<file path="src/rtl/mux8_rr_arbiter.sv">
// Round-robin arbiter for eight requesters driving an 8:1 mux select,
// with a bounded hold time per grant and a registered data output.
module mux8_rr_arbiter #(
    parameter int unsigned HOLD_MAX = 4
) (
    input  logic       clk,
    input  logic       rst_n,
    input  logic [7:0] req,
    input  logic [7:0] d,
    output logic [7:0] gnt,
    output logic [2:0] sel,
    output logic       busy,
    output logic       y,
    output logic       y_valid
);

    typedef enum logic {
        IDLE  = 1'b0,
        GRANT = 1'b1
    } state_e;

    localparam logic [3:0] HMAX = 4'(HOLD_MAX);

    state_e     state_q;
    logic [2:0] ptr_q;
    logic [2:0] sel_q;
    logic [3:0] cnt_q;
    logic [7:0] gnt_q;
    logic       busy_q;
    logic       y_q;
    logic       yv_q;

    logic [2:0] base_d;
    logic [2:0] cand_d;
    logic [2:0] win_d;
    logic       found_d;
    logic       hold_d;

    // Scan base+1 .. base+8; walking downward lets the nearest hit win.
    always_comb begin
        base_d  = (state_q == GRANT) ? sel_q : ptr_q;
        found_d = 1'b0;
        win_d   = base_d;
        cand_d  = base_d;
        for (int k = 7; k >= 0; k--) begin
            cand_d = base_d + 3'(k) + 3'd1;
            if (req[cand_d]) begin
                found_d = 1'b1;
                win_d   = cand_d;
            end
        end
        hold_d = (state_q == GRANT) && req[sel_q] && (cnt_q < HMAX);
    end

    always_ff @(posedge clk or negedge rst_n) begin
        if (!rst_n) begin
            state_q <= IDLE;
            ptr_q   <= 3'd7;
            sel_q   <= 3'd0;
            cnt_q   <= 4'd0;
            gnt_q   <= 8'h00;
            busy_q  <= 1'b0;
            y_q     <= 1'b0;
            yv_q    <= 1'b0;
        end else begin
            y_q  <= busy_q & d[sel_q];
            yv_q <= busy_q;
            unique case (state_q)
                IDLE: begin
                    if (found_d) begin
                        state_q <= GRANT;
                        gnt_q   <= 8'b1 << win_d;
                        sel_q   <= win_d;
                        busy_q  <= 1'b1;
                        cnt_q   <= 4'd1;
                    end
                end
                GRANT: begin
                    if (hold_d) begin
                        cnt_q <= cnt_q + 4'd1;
                    end else begin
                        ptr_q <= sel_q;
                        if (found_d) begin
                            gnt_q <= 8'b1 << win_d;
                            sel_q <= win_d;
                            cnt_q <= 4'd1;
                        end else begin
                            state_q <= IDLE;
                            gnt_q   <= 8'h00;
                            busy_q  <= 1'b0;
                            cnt_q   <= 4'd0;
                        end
                    end
                end
            endcase
        end
    end

    assign gnt     = gnt_q;
    assign sel     = sel_q;
    assign busy    = busy_q;
    assign y       = y_q;
    assign y_valid = yv_q;

endmodule
</file>
<file path="config.mk">
export PLATFORM = sky130hd
export DESIGN_NAME = mux8_rr_arbiter
export DESIGN_NICKNAME = d
export VERILOG_FILES = /design/src/rtl/mux8_rr_arbiter.sv
export SDC_FILE = /design/constraint.sdc
export NUM_CORES = 1
export LEC_CHECK = 0
export CAP_MARGIN = 20
export CORE_MARGIN = 2
export CORE_UTILIZATION = 58
export CTS_CLUSTER_SIZE = 14
export DETAILED_ROUTE_END_ITERATION = 10
export PLACE_DENSITY = 0.95
export SETUP_SLACK_MARGIN = 0.05
export SLEW_MARGIN = 40
export SYNTH_ARGS = -nofsm -noshare
export SYNTH_HDL_FRONTEND = slang
export SYNTH_SLANG_ARGS = --single-unit
</file>
<file path="constraint.sdc">
create_clock -name clk -period 5.3 [get_ports clk]
set_input_delay 0.795 -clock clk [delete_from_list [all_inputs] [get_ports clk]]
set_output_delay 0.795 -clock clk [all_outputs]
set_load 0.01 [all_outputs]
</file>
==> results_dict.tcl, run 1 <==
set metrics [dict create \
    synth.avg_cell_area_sq_um 10.1 \
    finClkSkew_ns 0.0128 \
    rr_endpoint "cnt_q[0]$_DFFE_PN0P_" \
    grt_overflow 0 \
    fp.coreArea_sq_um 3280 \
    synth.distinct_cells 46 \
    die_x_um 61.9 \
    grt_antenna_before_repair 0 \
    ctsResizeCount 0 \
    ios 32 \
    wire_per_inst_um 18.7 \
    syn_inst 192 \
    grt_pass1_wl_mm 7.66 \
    setup.worst_path.end_class "flop" \
    start_kind "flop" \
    rows 21 \
    cts.sinks 22 \
    die_area_sq_um 3830 \
    max_slew.worst_pin.slew_ns 0.681 \
    ant_nets 0 \
    portBuffers 31 \
    path_max_fanout 12 \
    outcome "complete, no violations" \
    initial_utilization 0.592 \
    hold_buffers 0 \
    grt.total_usage 0.275 \
    first_pass_iters 5 \
    multi_input_area_sq_um 1320 \
    slew_viol_final 0 \
    final.min_clock_period_ns 4.12 \
    dr_total_vias 1776 \
    root_buffer "clkbuf_4" \
    dp_slack_ns 1.29 \
    hpwlAfterDp_mm 3.75 \
    drtIter0Drc 180 \
    synth_enable_flop_cells 0 \
    diodes 0 \
    cts-buffers-inserted 3 \
    hold_path.class "in -> async" \
    cts_tree "built" \
    area_growth_pct 19.8 \
    postRouteWirelength_mm 5.03 \
    r2r_start "state_q$_DFF_PN0_" \
    maxCapViolations 0 \
    post-route-worst-setup-slack_ns 1.18 \
    synthesis.nets 215 \
    fin_hold_ws_ns 0.412 \
    gp_congestion 0.940 \
    cpPeakStageDelay_ns 0.68 \
    drive_gt1_frac 0.148 \
    clock_latency_ns 0.32 \
    synth_warnings 0 \
    rsz0062_at_grt "false" \
    crit_path_frequent_cell "ha_1" \
    final-hold-violation-count 0 \
    ys.flop_type "dfrtp_1" \
    fillers 220 \
    required_ns 5.54 \
    synth-seq-cells 22 \
    worstSetupEndpoint "cnt_q[0]$_DFFE_PN0P_" \
    fin_crit_sh 0.777 \
    yosysSeqAreaShare 0.285 \
    synth-async-reset-ratio 1.00 \
    setup_viol 0 \
    nets 247 \
    netlist_area_sq_um 1950 \
    cp_data_arrival_time_ns 4.36 \
    grt_max_degree 23 \
    r2r_setup_slack_ns 1.18 \
    rr_worst_depth 12 \
    setup-tns-final_ns 0 \
    path_clk_slew_ns 0.12 \
    crit_type "reg -> reg" \
    fmax_mhz 243 \
    grt_pass1_vias 1621 \
    seqCellArea_sq_um 554 \
    cts_setup_buffers 0 \
    cts.path.max_buffers 2 \
    die_h_um 61.9 \
    crit_path_start "state_q$_DFF_PN0_" \
    relSlewSlack 0.533 \
    path_cells "mux2i_4, inv_4, ha_1, xnor3_1, mux2i_1, mux2_2, a211o_1, or2_4, inv_1, ha_1, a21oi_1, a32oi_1" \
    drc 0 \
    cp_slowest_cell "dfrtp_1" \
    viasPerCell 6.60 \
    htree_levels 1 \
]
## per-stage QoR
stage	cell area, sq um	utilization	cells
6_report	2330	0.710	269
5_1_grt	2330	0.710	269
4_1_cts	2330	0.710	269
3_5_place_dp	2290	0.699	265
3_3_place_gp	2300	0.700	265
2_1_floorplan	1950	-	192
## how the worst min path moves through the flow
stage	to	slack (ns)
6_report	y$_DFF_PN0_	0.41
5_1_grt	busy$_DFFE_PN0P_	0.44
4_1_cts	cnt_q[2]$_DFFE_PN0P_	0.43
3_5_place_dp	y_valid$_DFF_PN0_	0.40
3_3_place_gp	y_valid$_DFF_PN0_	0.41
2_1_floorplan	y_valid$_DFF_PN0_	0.45
## Yosys cell counts, types with 2 or more instances
library cell  number  share of area
mux2_1             3          0.017
a31oi_1            4          0.013
dfrtp_1           19           0.24
o21ai_4            2          0.017
buf_2              2         0.0051
mux2_2             7          0.041
a211oi_1           4          0.015
xnor2_1            6          0.027
a211o_1            2         0.0090
clkbuf_1           4         0.0077
o21ai_0            9          0.023
o221ai_1           5          0.023
dfstp_2            3          0.041
mux2i_1           18          0.093
o21a_1             2         0.0077
nor2_1            13          0.025
mux4_2            10           0.12
nand2b_1           3         0.0096
nor2b_1            2         0.0064
a21oi_1            9          0.023
ha_1               5          0.032
nor3_1             4          0.010
nand3_1            3         0.0077
nand2_1           18          0.035
a32o_1             9          0.046
inv_1              6          0.012
## layout make-up
class                           instances  area share
Timing Repair Buffer                   34       0.141
Inverter                                8      0.0140
Tap cell                               46      0.0247
Clock buffer                            4      0.0156
Sequential cell                        22       0.238
Multi-Input combinational cell        155       0.567
## worst max-delay path, delay by kind of cell, from the launching register on
family	cells	cell delay, ns
xor+xnor	1	0.54
mux	3	1.11
compound gates	3	0.63
buf+inv	2	0.23
flops	1	0.68
simple gates	1	0.29
fa+ha+maj	2	0.56
## sequential cells by signal, indices dropped and copies added (netlist names)
signal and cells:
y_valid 1, state_q 1, y 1, ptr_q 3, gnt 8, sel 3
busy 1, cnt_q 4
## logic make-up after synthesis
group,count (synthesis),share of synthesized area
AO/OA/AOI/OAI,56,0.218
buffers and inverters,15,0.0354
adder cells (fa/ha/maj),5,0.0322
XOR/XNOR,7,0.0386
AND/OR/NAND/NOR,48,0.113
flip-flops,22,0.285
multiplexers,39,0.278
## routing by layer
layer	track usage	wire, um	share of wire	vias to the layer above
met5	0	0	0	-
met2	0.445	2420	0.48	106
met1	0.361	2010	0.40	842
met4	0.0790	110	0.022	0
li1	-	-	-	812
met3	0.0766	486	0.097	16
## placed cells by master, fill, tap and decap left out, types with 2 or more instances in the layout
cell type | netlist | final
a211o_1 | 2 | 2
nor2b_1 | 2 | 2
nor3_1 | 4 | 4
o21ai_4 | 2 | 2
dfrtp_1 | 19 | 19
inv_1 | 6 | 6
o21ai_0 | 9 | 9
nor2_1 | 13 | 13
ha_1 | 5 | 5
mux2_1 | 3 | 3
nand2_1 | 18 | 18
a211oi_1 | 4 | 4
mux4_2 | 10 | 10
mux2i_1 | 18 | 18
o221ai_1 | 5 | 5
buf_4 | 0 | 3
dfstp_2 | 3 | 3
clkdlybuf4s50_1 | 0 | 30
mux2_2 | 7 | 7
nand3_1 | 3 | 3
a32o_1 | 9 | 9
xnor2_1 | 6 | 6
clkbuf_4 | 0 | 3
a21oi_1 | 9 | 9
nand2b_1 | 3 | 3
a31oi_1 | 4 | 4
o21a_1 | 2 | 2
Power of run 1 is left out: the tool's default activity adds up to more than one toggle a clock period on the data nets, which glitch-free logic cannot reach.
==> run 2: changes to the inputs <==
--- a/config.mk
+++ b/config.mk
@@ -7,10 +7,10 @@
 export LEC_CHECK = 0
 export CAP_MARGIN = 20
 export CORE_MARGIN = 2
-export CORE_UTILIZATION = 58
+export CORE_UTILIZATION = 49
 export CTS_CLUSTER_SIZE = 14
 export DETAILED_ROUTE_END_ITERATION = 10
-export PLACE_DENSITY = 0.95
+export PLACE_DENSITY = 0.88
 export SETUP_SLACK_MARGIN = 0.05
 export SLEW_MARGIN = 40
 export SYNTH_ARGS = -nofsm -noshare
==> constraint.sdc (replaced) <==
create_clock -name clk -period 3.4 [get_ports clk]
set_input_delay 0.51 -clock clk [delete_from_list [all_inputs] [get_ports clk]]
set_output_delay 0.51 -clock clk [all_outputs]
set_load 0.01 [all_outputs]
==> results_dict.tcl, run 2 (synthesis gave the netlist of run 1 again) <==
set metrics [dict create \
    leakage_uw 0.00105 \
    finClkSkew_ns 0.00534 \
    fin_util 0.678 \
    busiest_layer "met2" \
    clock_latency_ns 0.26 \
    postRouteWirelength_mm 5.27 \
    p_switching_uw 1520 \
    portBuffers 31 \
    hpwlAfterDp_mm 3.95 \
    grt_pass1_vias 1852 \
    hold_buffers 0 \
    path_max_fanout 7 \
    cts-buffers-inserted 3 \
    use_met1 0.336 \
    internal_power_uw 1690 \
    max-vdd-ir-drop_v 0.000629 \
    final-hold-violation-count 0 \
    rr_worst_depth 11 \
    diodes 0 \
    max_slew.worst_pin.slew_ns 0.513 \
    r2r_start "state_q$_DFF_PN0_" \
    dpl_cell_area_sq_um 2410 \
    rows 22 \
    powerDensity_nw_per_um2 1260 \
    outcome "complete, no violations" \
    ant_nets 0 \
    drive_gt1_frac 0.252 \
    fin_hold_ws_ns 0.201 \
    swShare 0.475 \
    ios 32 \
    pwr-share-comb 0.818 \
    power_frac_clock 0.050 \
    nets 270 \
    power_uw 3210 \
    root_buffer "clkbuf_8" \
    area_growth_pct 30.5 \
    crit_type "reg -> reg" \
    hold_path.class "in -> async" \
    die_x_um 67.0 \
    die_area_sq_um 4490 \
    htree_levels 1 \
    fmax_mhz 304 \
    grt.total_usage 0.247 \
    slew_viol_final 0 \
    relSlewSlack 0.648 \
    met3_usage 0.0372 \
    grt_pass1_wl_mm 8.50 \
    final_cell_area_sq_um 2540 \
    cts.path.max_buffers 2 \
    grt_antenna_before_repair 0 \
    start_kind "flop" \
    wire_per_inst_um 17.9 \
    first_pass_iters 4 \
    drtIter0Drc 187 \
    fin_crit_sh 0.968 \
    cts.sinks 22 \
    grt_max_degree 23 \
    maxCapViolations 0 \
    drc 0 \
    dr_total_vias 1884 \
    setup.worst_path.end_class "flop" \
    grt_util_met2 0.418 \
    required_ns 3.56 \
    cts_tree "built" \
    layout_common_cells "clkdlybuf4s50_1, buf_4, nand2_1, dfrtp_1, mux2i_1" \
    die_h_um 67.0 \
    crit_path_start "state_q$_DFF_PN0_" \
    fp.coreArea_sq_um 3740 \
    final_common_cell "clkdlybuf4s50_1" \
    grt_overflow 0 \
    path_clk_slew_ns 0.07 \
    largest_register_ffs 8 \
    seq_power_share 0.133 \
    setup_viol 0 \
    initial_utilization 0.520 \
    gp_congestion 0.939 \
    cp_data_arrival_time_ns 3.45 \
    final.min_clock_period_ns 3.29 \
    viasPerCell 6.41 \
]
## run 2: cell types whose count changed in the layout (fill, tap and decap cells not counted), moves of 2 or more
| cell | previous run | this run |
|---|---|---|
| buf_4 | 3 | 26 |
| clkbuf_4 | 3 | 0 |
| clkbuf_8 | 1 | 3 |
| mux2i_1 | 18 | 16 |
| mux2i_2 | 0 | 2 |
## run 2: worst max-delay path: stages, from the launching register on
cell     delay (ns)
dfrtp_2        0.48
mux2i_4        0.23
buf_4          0.15
inv_4          0.08
mux4_2         0.56
or4_1          0.44
a211o_1        0.36
or2_4          0.29
inv_1          0.08
ha_2           0.23
a21oi_1        0.08
a32oi_1        0.22
## run 2: path summary, 6_finish.rpt
check                                            end  slack [ns]
worst max-delay path            cnt_q[0]$_DFFE_PN0P_        0.11
worst min-delay path              sel[2]$_DFFE_PN0P_        0.20
worst max register to register  cnt_q[0]$_DFFE_PN0P_        0.11
worst min register to register     y_valid$_DFF_PN0_        0.43
max in group asynchronous          state_q$_DFF_PN0_        2.85
min in group clk                   y_valid$_DFF_PN0_        0.43
## run 2: final cells by class
| type | instances | area (sq um) |
|---|---|---|
| sequential | 22 | 556 |
| fill | 307 | 1200 |
| inverter | 8 | 36.3 |
| timing repair buffer | 57 | 500 |
| clock buffer | 4 | 45.0 |
| multi-input combinational | 155 | 1340 |
| tap | 48 | 60.1 |
## run 2: timing repair
action | 4_1_cts | 5_1_grt
pin swaps | 0 | 1
setup buffers | 1 | 7
resized for setup | 3 | 4
endpoints found under the setup margin | 4 | 10
## run 2: layer usage
| metal | part of all wire | vias to the layer above |
|---|---|---|
| met2 | 0.49 | 128 |
| met4 | 0.014 | 0 |
| met3 | 0.094 | 9 |
| met1 | 0.41 | 895 |
| met5 | 0 | - |
| li1 | - | 852 |
## run 2: per-stage QoR
stage          setup TNS, ns  worst slack, ns  std cells
2_1_floorplan              0           0.0670        192
5_1_grt             -0.00191         -0.00189        294
6_report                   0            0.109        294
4_1_cts                    0           0.0647        287
3_5_place_dp          -0.180          -0.0941        282
3_3_place_gp               0            0.112        282
## run 2: power groups by stage
| stage | Combinational, uW | Sequential, uW | Clock [uW] |
|---|---|---|---|
| after floorplan | 1750 | 439 | 0 |
| after global placement | 2360 | 422 | 0 |
| after detailed placement | 2420 | 425 | 0 |
| after CTS | 2440 | 421 | 165 |
| after global routing | 2850 | 432 | 179 |
| final | 2630 | 425 | 159 |
Power figures use the tool's default switching activity.
